===== src/rtl/serial_sub_pkg.sv =====
// Shared types and sizing helpers for the chunked serial subtractor.
package serial_sub_pkg;

    // Controller states: waiting for operands, stepping chunks, holding the result.
    typedef enum logic [1:0] {
        IDLE = 2'd0,
        RUN  = 2'd1,
        DONE = 2'd2
    } state_t;

    // Number of CHUNK-wide slices in a WIDTH-wide operand.
    function automatic int calc_num_chunks(input int width, input int chunk);
        return width / chunk;
    endfunction

    // Counter wide enough to hold 0 .. num_chunks.
    function automatic int calc_cnt_width(input int num_chunks);
        return $clog2(num_chunks) + 1;
    endfunction

endpackage


===== src/rtl/serial_sub_flags_sub_chunk.sv =====
// One CHUNK-wide slice of x + y_inv + cin. Besides the carry out it reports
// the carry into the slice's top bit, which the caller needs for signed overflow.
module sub_chunk #(
    parameter int CHUNK = 8
) (
    input  logic [CHUNK-1:0] x,
    input  logic [CHUNK-1:0] y_inv,
    input  logic             cin,
    output logic [CHUNK-1:0] sum,
    output logic             cout,
    output logic             c_msb
);

    logic [CHUNK:0] full;

    assign full  = {1'b0, x} + {1'b0, y_inv} + {{CHUNK{1'b0}}, cin};
    assign sum   = full[CHUNK-1:0];
    assign cout  = full[CHUNK];
    // The sum bit is x ^ y ^ carry_in, so the carry into the top bit falls out by XOR.
    assign c_msb = x[CHUNK-1] ^ y_inv[CHUNK-1] ^ full[CHUNK-1];

endmodule


===== src/rtl/serial_sub_flags.sv =====
// Multi-cycle a - b computed as a + ~b + 1, CHUNK bits per cycle, LSB chunk
// first, producing diff plus msb / overflow / carry_out / zero for SLT and
// branch consumers.
//
// Handshake: a transfer happens on a rising edge where valid and ready are
// both high. in_ready is high only in IDLE; out_valid is high only in DONE,
// where diff and all flags are frozen until out_ready completes the transfer.
// After that the outputs keep their values but are qualified only by out_valid.
module serial_sub_flags
    import serial_sub_pkg::*;
#(
    parameter int WIDTH = 32,
    parameter int CHUNK = 8
) (
    input  logic             clk,
    input  logic             rst_n,
    input  logic             in_valid,
    output logic             in_ready,
    input  logic [WIDTH-1:0] a,
    input  logic [WIDTH-1:0] b,
    output logic             out_valid,
    input  logic             out_ready,
    output logic [WIDTH-1:0] diff,
    output logic             msb,
    output logic             overflow,
    output logic             carry_out,
    output logic             zero
);

    localparam int NUM_CHUNKS = calc_num_chunks(WIDTH, CHUNK);
    localparam int CW         = calc_cnt_width(NUM_CHUNKS);
    localparam logic [CW-1:0] LAST_CNT = CW'(NUM_CHUNKS - 1);

    state_t           state;
    logic [WIDTH-1:0] a_q;
    logic [WIDTH-1:0] b_q;
    logic [WIDTH-1:0] acc;
    logic             carry_q;
    logic [CW-1:0]    cnt;

    logic [CHUNK-1:0] sum;
    logic             cout;
    logic             c_msb;
    logic [WIDTH-1:0] acc_next;

    // Operands are shifted right each RUN cycle, so the current chunk is always the low slice.
    sub_chunk #(
        .CHUNK (CHUNK)
    ) u_sub_chunk (
        .x     (a_q[CHUNK-1:0]),
        .y_inv (~b_q[CHUNK-1:0]),
        .cin   (carry_q),
        .sum   (sum),
        .cout  (cout),
        .c_msb (c_msb)
    );

    // New slice enters at the top; after NUM_CHUNKS steps the result is in order.
    assign acc_next = (acc >> CHUNK) | (WIDTH'(sum) << (WIDTH - CHUNK));

    // Controller, chunk datapath and registered result/flags.
    always_ff @(posedge clk) begin
        if (!rst_n) begin
            state     <= IDLE;
            in_ready  <= 1'b1;
            out_valid <= 1'b0;
            diff      <= '0;
            msb       <= 1'b0;
            overflow  <= 1'b0;
            carry_out <= 1'b0;
            zero      <= 1'b0;
            a_q       <= '0;
            b_q       <= '0;
            acc       <= '0;
            carry_q   <= 1'b0;
            cnt       <= '0;
        end else begin
            case (state)
                IDLE: begin
                    if (in_valid && in_ready) begin
                        a_q      <= a;
                        b_q      <= b;
                        carry_q  <= 1'b1;
                        cnt      <= '0;
                        in_ready <= 1'b0;
                        state    <= RUN;
                    end
                end
                RUN: begin
                    a_q     <= a_q >> CHUNK;
                    b_q     <= b_q >> CHUNK;
                    acc     <= acc_next;
                    carry_q <= cout;
                    cnt     <= cnt + 1'b1;
                    if (cnt == LAST_CNT) begin
                        diff      <= acc_next;
                        msb       <= acc_next[WIDTH-1];
                        overflow  <= c_msb ^ cout;
                        carry_out <= cout;
                        zero      <= (acc_next == '0);
                        out_valid <= 1'b1;
                        state     <= DONE;
                    end
                end
                DONE: begin
                    if (out_ready) begin
                        out_valid <= 1'b0;
                        in_ready  <= 1'b1;
                        state     <= IDLE;
                    end
                end
                default: begin
                    out_valid <= 1'b0;
                    in_ready  <= 1'b1;
                    state     <= IDLE;
                end
            endcase
        end
    end

endmodule


===== config.mk =====
export PLATFORM = sky130hd
export DESIGN_NAME = serial_sub_flags
export DESIGN_NICKNAME = d
export VERILOG_FILES = /design/src/rtl/serial_sub_pkg.sv /design/src/rtl/serial_sub_flags_sub_chunk.sv /design/src/rtl/serial_sub_flags.sv
export SDC_FILE = /design/constraint.sdc
export NUM_CORES = 1
export LEC_CHECK = 0
export CAP_MARGIN = 20
export CORE_MARGIN = 3
export CORE_UTILIZATION = 43
export CTS_CLUSTER_SIZE = 28
export DETAILED_ROUTE_END_ITERATION = 12
export PLACE_DENSITY = 0.68
export RECOVER_POWER = 50
export SYNTH_ARGS = -nofsm -noshare
export SYNTH_HDL_FRONTEND = slang
export SYNTH_SLANG_ARGS = --single-unit

===== constraint.sdc =====
create_clock -name clk -period 3.6 [get_ports clk]
set_input_delay 0.9 -clock clk [delete_from_list [all_inputs] [get_ports clk]]
set_output_delay 0.9 -clock clk [all_outputs]
set_load 0.01 [all_outputs]

Yosys cells after proc, flatten, opt, wreduce, memory -nomap -nowiden
Index checks and enable logic that the tools add are counted.

Register bits: 140. Output and inout bits: 38. Input port bits: 68.

Muxes and demuxes: 18. Bitwise logic cells: 7. Add/sub/neg operators: 3. Reduce and logical (&&, ||, !) cells: 9. Equal/unequal tests: 6.

Operators by type and width (count): 32-bit one-hot mux with 2 select lines (2); 32-bit 2-to-1 mux (2); 32-bit logical NOT (1); 24-bit by 32-bit OR with 32-bit output (1); 8-bit by 8-bit adder with 9-bit output (1); 9-bit by 1-bit adder with 9-bit output (1); 3-bit AND reduction (3); 8-bit inverter (1); 2-bit 2-to-1 mux (3); 2-bit != test (second input constant) (3); 1-bit one-hot mux with 3 select lines (2); 2-bit one-hot mux with 3 select lines (1); 3-bit one-hot mux with 2 select lines (1); 1-bit 2-to-1 mux (5); 2-bit AND reduction (2); 3-bit by 1-bit adder with 3-bit output (second input constant) (1); 3-bit by 2-bit == test with 1-bit output (second input constant) (1); 3-bit 2-to-1 mux (1); 1-bit bitwise XOR (3); 2-bit by 1-bit == test with 1-bit output (second input constant) (1); 2-bit == test (second input constant) (1); 2-bit logical NOT (1); 1-bit inverter (2); 1-bit one-hot mux with 2 select lines (1); other kinds (2) (2).

Depth between registers and ports, before layout
Gate-level depths: netlist of the first run.

Depth after elaboration: 5. Depth in mapped cells: 10. Mapped depth without buffers: 10.

Hierarchy
A second synthesis of the first run with hierarchy kept.

Cell total of the unflattened synthesis: 677. Area, all modules: 5669.2 µm².

By module, submodules not included: serial_sub_flags (area each 5342.6 µm², cells each 636, times used 1); sub_chunk (area each 326.6 µm², cells each 41, times used 1).

Worst setup path after synthesis of the first run
Ideal clock, no wire load.

Path type: reg-to-reg. From: register a_q[0]. To: register zero. Data required time: 3.542 ns. Stages on the path, launching flop included: 11. Setup time: 0.058 ns. Slack: 1.279 ns. Clock period less this slack: 2.321 ns. Arrival time: 2.264 ns. Path buffers: 0. Path through: dfxtp_1 -> inv_1 -> fa_1 -> inv_1 -> fa_1 -> nor4b_1 -> and4_1 -> nand4_1 -> nor4_1 -> and4_1 -> o21a_1.

Word-level cells in the longest chain between the ends: 4.

RTL lines: start: declaration (line serial_sub_flags.sv:35) `logic [WIDTH-1:0] a_q;`; start signal: assignment (line serial_sub_flags.sv:90) `a_q <= a_q >> CHUNK;`; 8-bit by 8-bit adder with 9-bit output (line serial_sub_flags_sub_chunk.sv:16) `assign full = {1'b0, x} + {1'b0, y_inv} + {{CHUNK{1'b0}}, cin};`; 9-bit by 1-bit adder with 9-bit output (line serial_sub_flags_sub_chunk.sv:16); 24-bit by 32-bit OR with 32-bit output (line serial_sub_flags.sv:59) `assign acc_next = (acc >> CHUNK) | (WIDTH'(sum) << (WIDTH - CHUNK));`; net acc_next[25] (line serial_sub_flags.sv:44) `logic [WIDTH-1:0] acc_next;`; 32-bit logical NOT (line serial_sub_flags.sv:100) `zero <= (acc_next == '0);`; end signal: assignment (line serial_sub_flags.sv:100); end: declaration (line serial_sub_flags.sv:27) `output logic zero`.

The timed path passes the listed nets, and every way through them passes these cells. A chain may end at the register's enable or synchronous reset.

Worst setup path in the final report of the first run
From: input rst_n. To: register b_q[21].

RTL lines: start: declaration (line serial_sub_flags.sv:16) `input logic rst_n,`; end signal: assignment (line serial_sub_flags.sv:91) `b_q <= b_q >> CHUNK;`; end: declaration (line serial_sub_flags.sv:36) `logic [WIDTH-1:0] b_q;`.

No word-level cell between the ends.

==> impl_metrics.env, run 1 <==
export IMPL_root_buffer="clkbuf_16"
export IMPL_synth_cell_type_count=45
export IMPL_clockBufferDepth=2
export IMPL_syn_avg_cell_area_um2=7.876
export IMPL_clk_latency_ps=410
export IMPL_overflow=0
export IMPL_ctsHtreeMaxLevel=4
export IMPL_post_cts_buffers=0
export IMPL_grt_pass1_vias=4799
export IMPL_path_max_fanout=40
export IMPL_multiInputGateArea_mm2=0.002534
export IMPL_final_antenna_net_count=0
export IMPL_antenna_found_initial=0
export IMPL_min_to="diff[17]$_SDFFE_PN0P_"
export IMPL_hold_path_depth=2
export IMPL_grt_usage_pct=20.10
export IMPL_status="complete, no violations"
export IMPL_die_x_um=118.1
export IMPL_syn_nets=765
export IMPL_wl_per_cell_um=14.92
export IMPL_fin_nets=845
export IMPL_fmax_ghz=0.3536
export IMPL_finalCriticalPeriod_ps=2828
export IMPL_setup_violations=0
export IMPL_ys_ff_latch=131
export IMPL_p_leak_nw=2.651
export IMPL_cp_start_kind="primary input"
export IMPL_regArea_mm2=0.002623
export IMPL_setup_tns_ps=0
export IMPL_r2r_start="a_q[0]$_SDFFE_PN0P_"
export IMPL_reg2reg_depth=10
export IMPL_die_area_mm2=0.01395
export IMPL_cp_arrival_ps=3140
export IMPL_clkTransAtPathRegs_ps=60
export IMPL_io_buffers=105
export IMPL_vias=4986
export IMPL_die_h_um=118.1
export IMPL_grt_setup_unrepaired="no"
export IMPL_num_rows=40
export IMPL_start_util_pct=44.42
export IMPL_timing_rr_end="zero$_SDFFE_PN0P_"
export IMPL_first_pass_iters=6
export IMPL_async_reset_ff_share_pct=0
export IMPL_remaining_drc_errors=0
export IMPL_diodes=0
export IMPL_fin_crit_sh_pct=78.57
export IMPL_gp_congestion=0.8208
export IMPL_clkSinkCount=131
export IMPL_drive_above_1_share_pct=6.162
export IMPL_numCtsBuffers=17
export IMPL_final_cells=947
export IMPL_maxSlewHeadroom_pct=25.78
export IMPL_crit_required_ps=3920
export IMPL_synth_edf_count=0
export IMPL_dp_cells=915
export IMPL_hpwl_mm=9.841
export IMPL_vdd_ir_drop_max_v=0.0002827
export IMPL_first_iter_violations=349
export IMPL_ios=106
export IMPL_fillerInstances=1080
export IMPL_core_area_mm2=0.01216
export IMPL_max_slew_worst_pin_slew_ps=1113
export IMPL_area_growth_pct=33.12
export IMPL_routed_wl_mm=14.13
export IMPL_hold_class="reg -> reg"
export IMPL_r2r_setup_slack_ps=1000
export IMPL_path_class="in -> reg"
export IMPL_clock_skew_ps=4.719
export IMPL_grt_max_degree=74
export IMPL_synth_flop_cell="dfxtp_1"
export IMPL_power_density_mw_per_mm2=558.2
export IMPL_tritoncts="yes"
export IMPL_cts_resized=0
export IMPL_max_cap_violations=0
export IMPL_end_kind="flop"
export IMPL_yosys_warnings=0
export IMPL_hp_start="diff[17]$_SDFFE_PN0P_"
export IMPL_synth_area_mm2=0.005403
export IMPL_seq_area_frac_synth_pct=48.54
export IMPL_holdBufCountCts=0
export IMPL_hold_viol=0
export IMPL_grt_pass1_wl_mm=22.95
export IMPL_via_per_inst=5.265
export IMPL_drv_slew=0
export IMPL_synthCells=686
kinds of logic after synthesis:
kind of cell / after synthesis / synth area share, %
compound gates: 147 / 18.67
xor+xnor: 4 / 0.6486
fa+ha+maj: 11 / 2.825
buf+inv: 67 / 4.771
flops: 131 / 48.54
simple gates: 326 / 24.55
cell type report:
class	instances	share of cell area (%)
Sequential cell	131	36.46
Clock buffer	21	6.263
Tap cell	168	2.923
Multi-Input combinational cell	488	35.23
Inverter	13	0.6959
Clock inverter	11	2.453
Timing Repair Buffer	115	15.97
registers in the layout, summed over array words and instances, names as in the netlist:
signal	count
a_q	32
b_q	32
diff	32
acc	24
cnt	3
state	2
carry_out	1
carry_q	1
in_ready	1
out_valid	1
overflow	1
zero	1
layout by cell type (no fill, tap or decap), types with 10 or more instances in the layout:
cell,instances
nand2_1,205
dfxtp_1,131
clkdlybuf4s50_1,95
nor2_1,88
a21oi_1,63
a311oi_1,48
clkbuf_16,17
inv_1,12
a22oi_1,10
dlygate4sd3_1,10
Yosys cell counts (3+ instances only):
cell type | number | share of area (%)
ha_1 | 9 | 2.1
dfxtp_1 | 131 | 49
nor4_1 | 5 | 0.58
nand2_1 | 205 | 14
buf_1 | 3 | 0.21
nor2_1 | 88 | 6.1
and2_1 | 4 | 0.46
a211oi_1 | 9 | 1.3
a22oi_1 | 10 | 1.4
xor2_1 | 3 | 0.49
nand2b_1 | 4 | 0.46
o21ai_0 | 5 | 0.46
a21oi_1 | 63 | 5.8
inv_1 | 13 | 0.90
a311oi_1 | 48 | 7.8
clkbuf_1 | 48 | 3.3
per-stage QoR:
step	utilization (%)	hold WS (ps)	total power [mW]	setup slack, ps	cell area [um2]
finish	59.14	451.5	4.014	771.6	7192
global route	59.14	479.0	4.176	624.8	7192
CTS	59.16	454.8	4.036	1002	7194
detailed placement	54.00	446.7	2.218	757.3	6568
global placement	54.00	445.1	2.205	841.7	6568
floorplan	-	436.7	2.008	1279	5403
how the worst max path moves through the flow:
stage                     cells after the start                    to  slack [ps]                start
after global placement                        5  a_q[22]$_SDFFE_PN0P_         840             in_valid
after floorplan                              10     zero$_SDFFE_PN0P_        1280  a_q[0]$_SDFFE_PN0P_
after CTS                                    10     zero$_SDFFE_PN0P_        1000  a_q[0]$_SDFFE_PN0P_
final                                         4  b_q[21]$_SDFFE_PN0P_         770                rst_n
after global routing                          4  b_q[18]$_SDFFE_PN0P_         620                rst_n
after detailed placement                      5  b_q[18]$_SDFFE_PN0P_         760             in_valid
critical path, cell delays in order:
cell and delay [ps]:
dlygate4sd3_1 600, clkinvlp_2 870, buf_12 510, a311oi_1 240
metal layers:
| layer | GRT usage [%] | part of all wire (%) | vias up | routed length (um) |
|---|---|---|---|---|
| met1 | 24.32 | 42 | 2332 | 5948 |
| met5 | 0 | 0 | - | 0 |
| li1 | - | - | 2494 | - |
| met3 | 4.998 | 5.5 | 18 | 770 |
| met4 | 6.886 | 1.5 | 0 | 215 |
| met2 | 34.73 | 51 | 142 | 7192 |
power by group:
| part | total (mW) | switching [mW] | internal [mW] |
|---|---|---|---|
| combinational | 0.588 | 0.334 | 0.254 |
| sequential | 1.60 | 0.0621 | 1.54 |
| clock | 1.82 | 0.640 | 1.18 |
(Power assumes the default switching activity.)
==> run 2: changes to the inputs <==
- clock period: 3.6 -> 2.8 ns (I/O delays scaled with it)
==> run 2 against run 1 <==
  * The run now ends with max-capacitance violations, max-slew violations left
  * Register-to-register slack lost 740 ps
  * Via count hardly changed
  * Utilization hardly changed
  * Sequential share of layout area about the same
  * Non-clock buffer count up 3
  * Combinational power grew 29%
  * Clock skew grew 4.5 ps
  * Clock power increased by 25%
  * Power is 27% higher
  * Global-route usage is 0.31 points lower
  * Worst setup slack got worse by 580 ps
  * Sequential power increased by 29%
  * Highest routed layer unchanged
==> impl_metrics.env, run 2 (same netlist as run 1, synthesis figures left out) <==
export IMPL_status="finished with violations"
export IMPL_violations="max-capacitance violations, max-slew violations"
export IMPL_holdBufCountCts=0
export IMPL_clk_latency_ps=410
export IMPL_gp_congestion=0.8352
export IMPL_finalCriticalPeriod_ps=2609
export IMPL_first_iter_violations=377
export IMPL_power_total_mw=5.094
export IMPL_layout_common_cells="205 x nand2_1, 131 x dfxtp_1, 102 x clkdlybuf4s50_1, 88 x nor2_1, 63 x a21oi_1"
export IMPL_dp_cells=918
export IMPL_path_max_fanout=32
export IMPL_clockBufferDepth=2
export IMPL_routed_wl_mm=13.69
export IMPL_fin_util_pct=59.16
export IMPL_cts_resized=0
export IMPL_grt_pass1_wl_mm=22.66
export IMPL_fmax_ghz=0.3833
export IMPL_area_growth_pct=33.16
export IMPL_numCtsBuffers=17
export IMPL_final_common_cell="nand2_1"
export IMPL_multiInputGateArea_mm2=0.002532
export IMPL_grt_usage_pct=19.79
export IMPL_antenna_found_initial=0
export IMPL_remaining_drc_errors=0
export IMPL_cp_arrival_ps=2930
export IMPL_fin_crit_sh_pct=93.18
export IMPL_ctsHtreeMaxLevel=4
export IMPL_fin_nets=848
export IMPL_regArea_mm2=0.002623
export IMPL_p_leak_nw=2.630
export IMPL_cp_start_kind="primary input"
export IMPL_diodes=0
export IMPL_power_density_mw_per_mm2=708.1
export IMPL_grt_max_degree=84
export IMPL_vdd_ir_drop_max_v=0.0004297
export IMPL_place_area_mm2=0.006603
export IMPL_tritoncts="yes"
export IMPL_root_buffer="clkbuf_16"
export IMPL_fillerInstances=1118
export IMPL_clkTransAtPathRegs_ps=50
export IMPL_end_kind="flop"
export IMPL_io_buffers=105
export IMPL_post_cts_buffers=0
export IMPL_final_area_mm2=0.007194
export IMPL_final_antenna_net_count=0
export IMPL_hold_viol=0
export IMPL_hold_class="reg -> reg"
export IMPL_drv_slew=84
export IMPL_die_h_um=118.1
export IMPL_overflow=0
export IMPL_die_x_um=118.1
export IMPL_core_area_mm2=0.01216
export IMPL_path_class="in -> reg"
export IMPL_maxSlewHeadroom_pct=-6.872
export IMPL_num_rows=40
export IMPL_largestRegisters="a_q: 32 flops, b_q: 32 flops, diff: 32 flops"
export IMPL_via_per_inst=5.251
export IMPL_crit_required_ps=3120
export IMPL_die_area_mm2=0.01395
export IMPL_vias=4988
export IMPL_grt_setup_unrepaired="no"
export IMPL_drive_above_1_share_pct=6.138
export IMPL_grt_pass1_vias=4653
export IMPL_clkSinkCount=131
export IMPL_max_cap_violations=1
export IMPL_final_cells=950
export IMPL_first_pass_iters=5
export IMPL_wl_per_cell_um=14.41
export IMPL_hpwl_mm=9.540
export IMPL_start_util_pct=44.42
export IMPL_setup_violations=0
export IMPL_ios=106
export IMPL_clock_skew_ps=9.181
export IMPL_setup_tns_ps=0
export IMPL_max_slew_worst_pin_slew_ps=1603
==> run 2: cell type report <==
type | count | share of cell area (%)
clock inverters | 8 | 1.722
clock buffers | 24 | 6.835
flip-flops and latches | 131 | 36.45
inverters | 13 | 0.6957
multi-input cells | 488 | 35.20
repair buffers | 118 | 16.17
well taps | 168 | 2.922
==> run 2: metrics by stage <==
step,hold WS (ps),worst slack (ps)
after floorplan,436.7,478.6
after global placement,443.4,354.0
after detailed placement,446.3,196.1
after CTS,453.6,233.3
after global routing,470.5,72.12
final,452.3,190.8
==> run 2: path summary, 6_finish.rpt <==
path | slack [ps] | startpoint | to | depth (start not counted)
worst max-delay path | 190 | in_valid | b_q[15]$_SDFFE_PN0P_ | 5
worst min-delay path | 450 | diff[6]$_SDFFE_PN0P_ | diff[6]$_SDFFE_PN0P_ | 2
worst max register to register | 260 | a_q[0]$_SDFFE_PN0P_ | zero$_SDFFE_PN0P_ | 10
worst min register to register | 450 | diff[6]$_SDFFE_PN0P_ | diff[6]$_SDFFE_PN0P_ | 2
==> run 2: critical path, cell delays in order <==
cell	delay, ps
dlygate4sd3_1	560
and3b_1	210
clkbuf_1	970
nand2_1	200
a311oi_1	280
==> run 2: report_power, final <==
part / leakage (nW) / switching [mW] / internal, mW / total [mW]
logic: 1.26 / 0.430 / 0.330 / 0.760
clock network: 0.296 / 0.783 / 1.49 / 2.28
registers: 1.07 / 0.0769 / 1.98 / 2.06
==> run 2: layer usage <==
metal	wire length [um]	share of wire [%]	GRT usage, %	vias up
met3	752	5.5	5.526	20
li1	-	-	-	2500
met5	0	0	0	-
met4	290	2.1	7.033	0
met2	6561	48	32.23	154
met1	6083	44	25.13	2314
==> run 3: changes to the inputs <==
- GPL_TIMING_DRIVEN: unset -> 0
- HOLD_SLACK_MARGIN: unset -> 0.06
- SYNTH_HIERARCHICAL: unset -> 1
==> run 3 against run 2 <==
  * The run now ends clean
  * Routed wire length rose by 17%
  * Sequential power barely moved
  * Via count rose by 5.9%
  * Synthesized cell count fell by 1.3%
  * Register-to-register slack got worse by 230 ps
  * Highest routed layer unchanged
  * Critical path depth rose by 5
  * Die area rose by 4.7%
==> impl_metrics.env, run 3 <==
export IMPL_grt_pass1_vias=5256
export IMPL_path_class="reg -> reg"
export IMPL_drv_slew=0
export IMPL_tritoncts="yes"
export IMPL_synthCells=677
export IMPL_hpwl_mm=11.47
export IMPL_hold_viol=0
export IMPL_max_slew_worst_pin_slew_ps=734.7
export IMPL_wl_per_cell_um=16.14
export IMPL_netlist_top_cells_count="223 x nand2_1, 131 x dfxtp_1, 59 x a21boi_1"
export IMPL_io_buffers=104
export IMPL_final_common_cell="nand2_1"
export IMPL_grt_usage_pct=22.58
export IMPL_clockBufferDepth=2
export IMPL_fmax_ghz=0.3614
export IMPL_seq_area_frac_synth_pct=46.26
export IMPL_hold_class="reg -> reg"
export IMPL_ios=106
export IMPL_routed_wl_mm=16.03
export IMPL_end_kind="flop"
export IMPL_overflow=0
export IMPL_area_growth_pct=33.41
export IMPL_syn_avg_cell_area_um2=8.374
export IMPL_clock_skew_ps=6.885
export IMPL_finalCriticalPeriod_ps=2767
export IMPL_vias=5282
export IMPL_start_util_pct=44.38
export IMPL_num_rows=41
export IMPL_async_reset_ff_share_pct=0
export IMPL_setup_violations=0
export IMPL_cp_start_kind="flop"
export IMPL_clk_latency_ps=420
export IMPL_grt_setup_unrepaired="yes"
export IMPL_first_pass_iters=5
export IMPL_drive_above_1_share_pct=8.283
export IMPL_dp_cells=953
export IMPL_numCtsBuffers=17
export IMPL_p_leak_nw=3.219
export IMPL_diodes=0
export IMPL_synth_cell_type_count=39
export IMPL_holdBufCountCts=0
export IMPL_gp_congestion=0.8952
export IMPL_power_density_mw_per_mm2=663.3
export IMPL_synth_edf_count=0
export IMPL_max_cap_violations=0
export IMPL_clkSinkCount=131
export IMPL_grt_pass1_wl_mm=25.75
export IMPL_synth_top_area_cell="dfxtp_1"
export IMPL_fin_util_pct=59.21
export IMPL_place_area_mm2=0.006925
export IMPL_yosysMostFrequentCell="nand2_1"
export IMPL_final_area_mm2=0.007564
export IMPL_die_h_um=120.8
export IMPL_r2r_setup_slack_ps=30
export IMPL_grt_max_degree=17
export IMPL_first_iter_violations=257
export IMPL_cp_slowest_stage_delay_ps=440
export IMPL_synth_area_leaders="dfxtp_1 46%, nand2_1 15%, o211a_1 8.7%"
export IMPL_largestRegisters="a_q: 32 flops, b_q: 32 flops, diff: 32 flops"
export IMPL_synth_area_mm2=0.005669
export IMPL_path_max_fanout=2
export IMPL_core_area_mm2=0.01277
export IMPL_die_x_um=120.8
export IMPL_cp_arrival_ps=3110
export IMPL_ys_ff_latch=131
export IMPL_antenna_found_initial=0
export IMPL_fin_crit_sh_pct=98.82
export IMPL_maxSlewHeadroom_pct=51.02
export IMPL_root_buffer="clkbuf_16"
export IMPL_syn_nets=756
export IMPL_vdd_ir_drop_max_v=0.0004051
export IMPL_remaining_drc_errors=0
export IMPL_final_cells=993
export IMPL_ctsHtreeMaxLevel=4
export IMPL_critPathMostFrequentCell="fa_2"
export IMPL_via_per_inst=5.319
export IMPL_crit_required_ps=3140
export IMPL_synth_top_area_share_pct=46.26
export IMPL_yosys_warnings=6
export IMPL_status="complete, no violations"
export IMPL_synth_flop_cell="dfxtp_1"
export IMPL_fin_nets=887
export IMPL_critPathSlowestCell="or4_4"
export IMPL_die_area_mm2=0.01460
export IMPL_clkTransAtPathRegs_ps=60
export IMPL_layout_common_cells="223 x nand2_1, 130 x dfxtp_1, 92 x clkdlybuf4s50_1, 49 x o211a_1, 46 x nand3_1"
export IMPL_final_antenna_net_count=0
export IMPL_dp_slack_ps=-325.6
export IMPL_layout_setup_ws_ps=32.92
export IMPL_worstPathCellList="fa_2, fa_2, a21oi_2, nor2b_1, a31oi_2, xnor2_2, nor4b_2, nand4_1, or4_4, o31ai_2"
==> run 3: cell types whose count changed in the layout (fill, tap and decap cells not counted), moves of 14 or more <==
cell      before  now
a311oi_1      48    0
o211a_1        0   49
a21boi_0       0   45
a21boi_1       0   14
nor2_1        88    7
nand3_1        2   46
a21oi_1       63    9
nor2b_1        1   16
nand2_1      205  223
clkbuf_1       5   36
==> run 3: worst paths after layout <==
path | from | cells after the start | to
worst max-delay path | a_q[0]$_SDFFE_PN0P_ | 10 | zero$_SDFFE_PN0P_
worst min-delay path | diff[5]$_SDFFE_PN0P_ | 2 | diff[5]$_SDFFE_PN0P_
worst max register to register | a_q[0]$_SDFFE_PN0P_ | 10 | zero$_SDFFE_PN0P_
worst min register to register | diff[5]$_SDFFE_PN0P_ | 2 | diff[5]$_SDFFE_PN0P_
==> run 3: kinds of logic after synthesis <==
kind of cell | share of synthesized area, %
fa+ha+maj | 2.693
buf+inv | 4.789
xor+xnor | 0.9269
compound gates | 21.74
flops | 46.26
simple gates | 23.59
==> run 3: what timing repair did <==
item,4_1_cts,5_1_grt
gates resized for setup,10,2
endpoints found under the setup margin,1,1
buffers inserted,4,4
pin swaps,6,6
==> run 3: final cells by class <==
class	count	area, um2
fill	1161	5210
multi-input combinational	483	2823
sequential	131	2624
timing repair buffer	112	1101
clock buffer	22	484.2
buffer	53	221.5
tap	172	215.2
clock inverter	10	57.56
inverter	10	37.54
==> run 3: report_power, final <==
| group | switching, mW | internal (mW) |
|---|---|---|
| Clock | 0.813 | 1.21 |
| Combinational | 0.499 | 0.432 |
| Sequential | 0.0797 | 1.98 |
==> run 3: metrics by stage <==
stage	total power [mW]	hold slack, ps	setup TNS (ps)
6_report	5.017	456.0	0
3_3_place_gp	2.897	441.8	-278.5
5_1_grt	5.209	476.4	-30.63
2_1_floorplan	2.624	436.5	0
4_1_cts	4.992	451.9	0
3_5_place_dp	2.922	444.3	-325.6
==> run 3: critical path, delay by kind of cell (launching register included) <==
family          cells  cell delay, ps
simple gates        4             940
fa+ha+maj           2             760
compound gates      3             520
flops               1             340
xor+xnor            1             130
==> run 3: routing by layer <==
metal  vias up  global-route usage, %  share of wire [%]
li1       2575                      -                  -
met1      2503                  27.41                 44
met2       163                  37.72                 48
met3        41                  4.584                5.1
met4         0                  11.69                3.4
met5         -                      0                  0
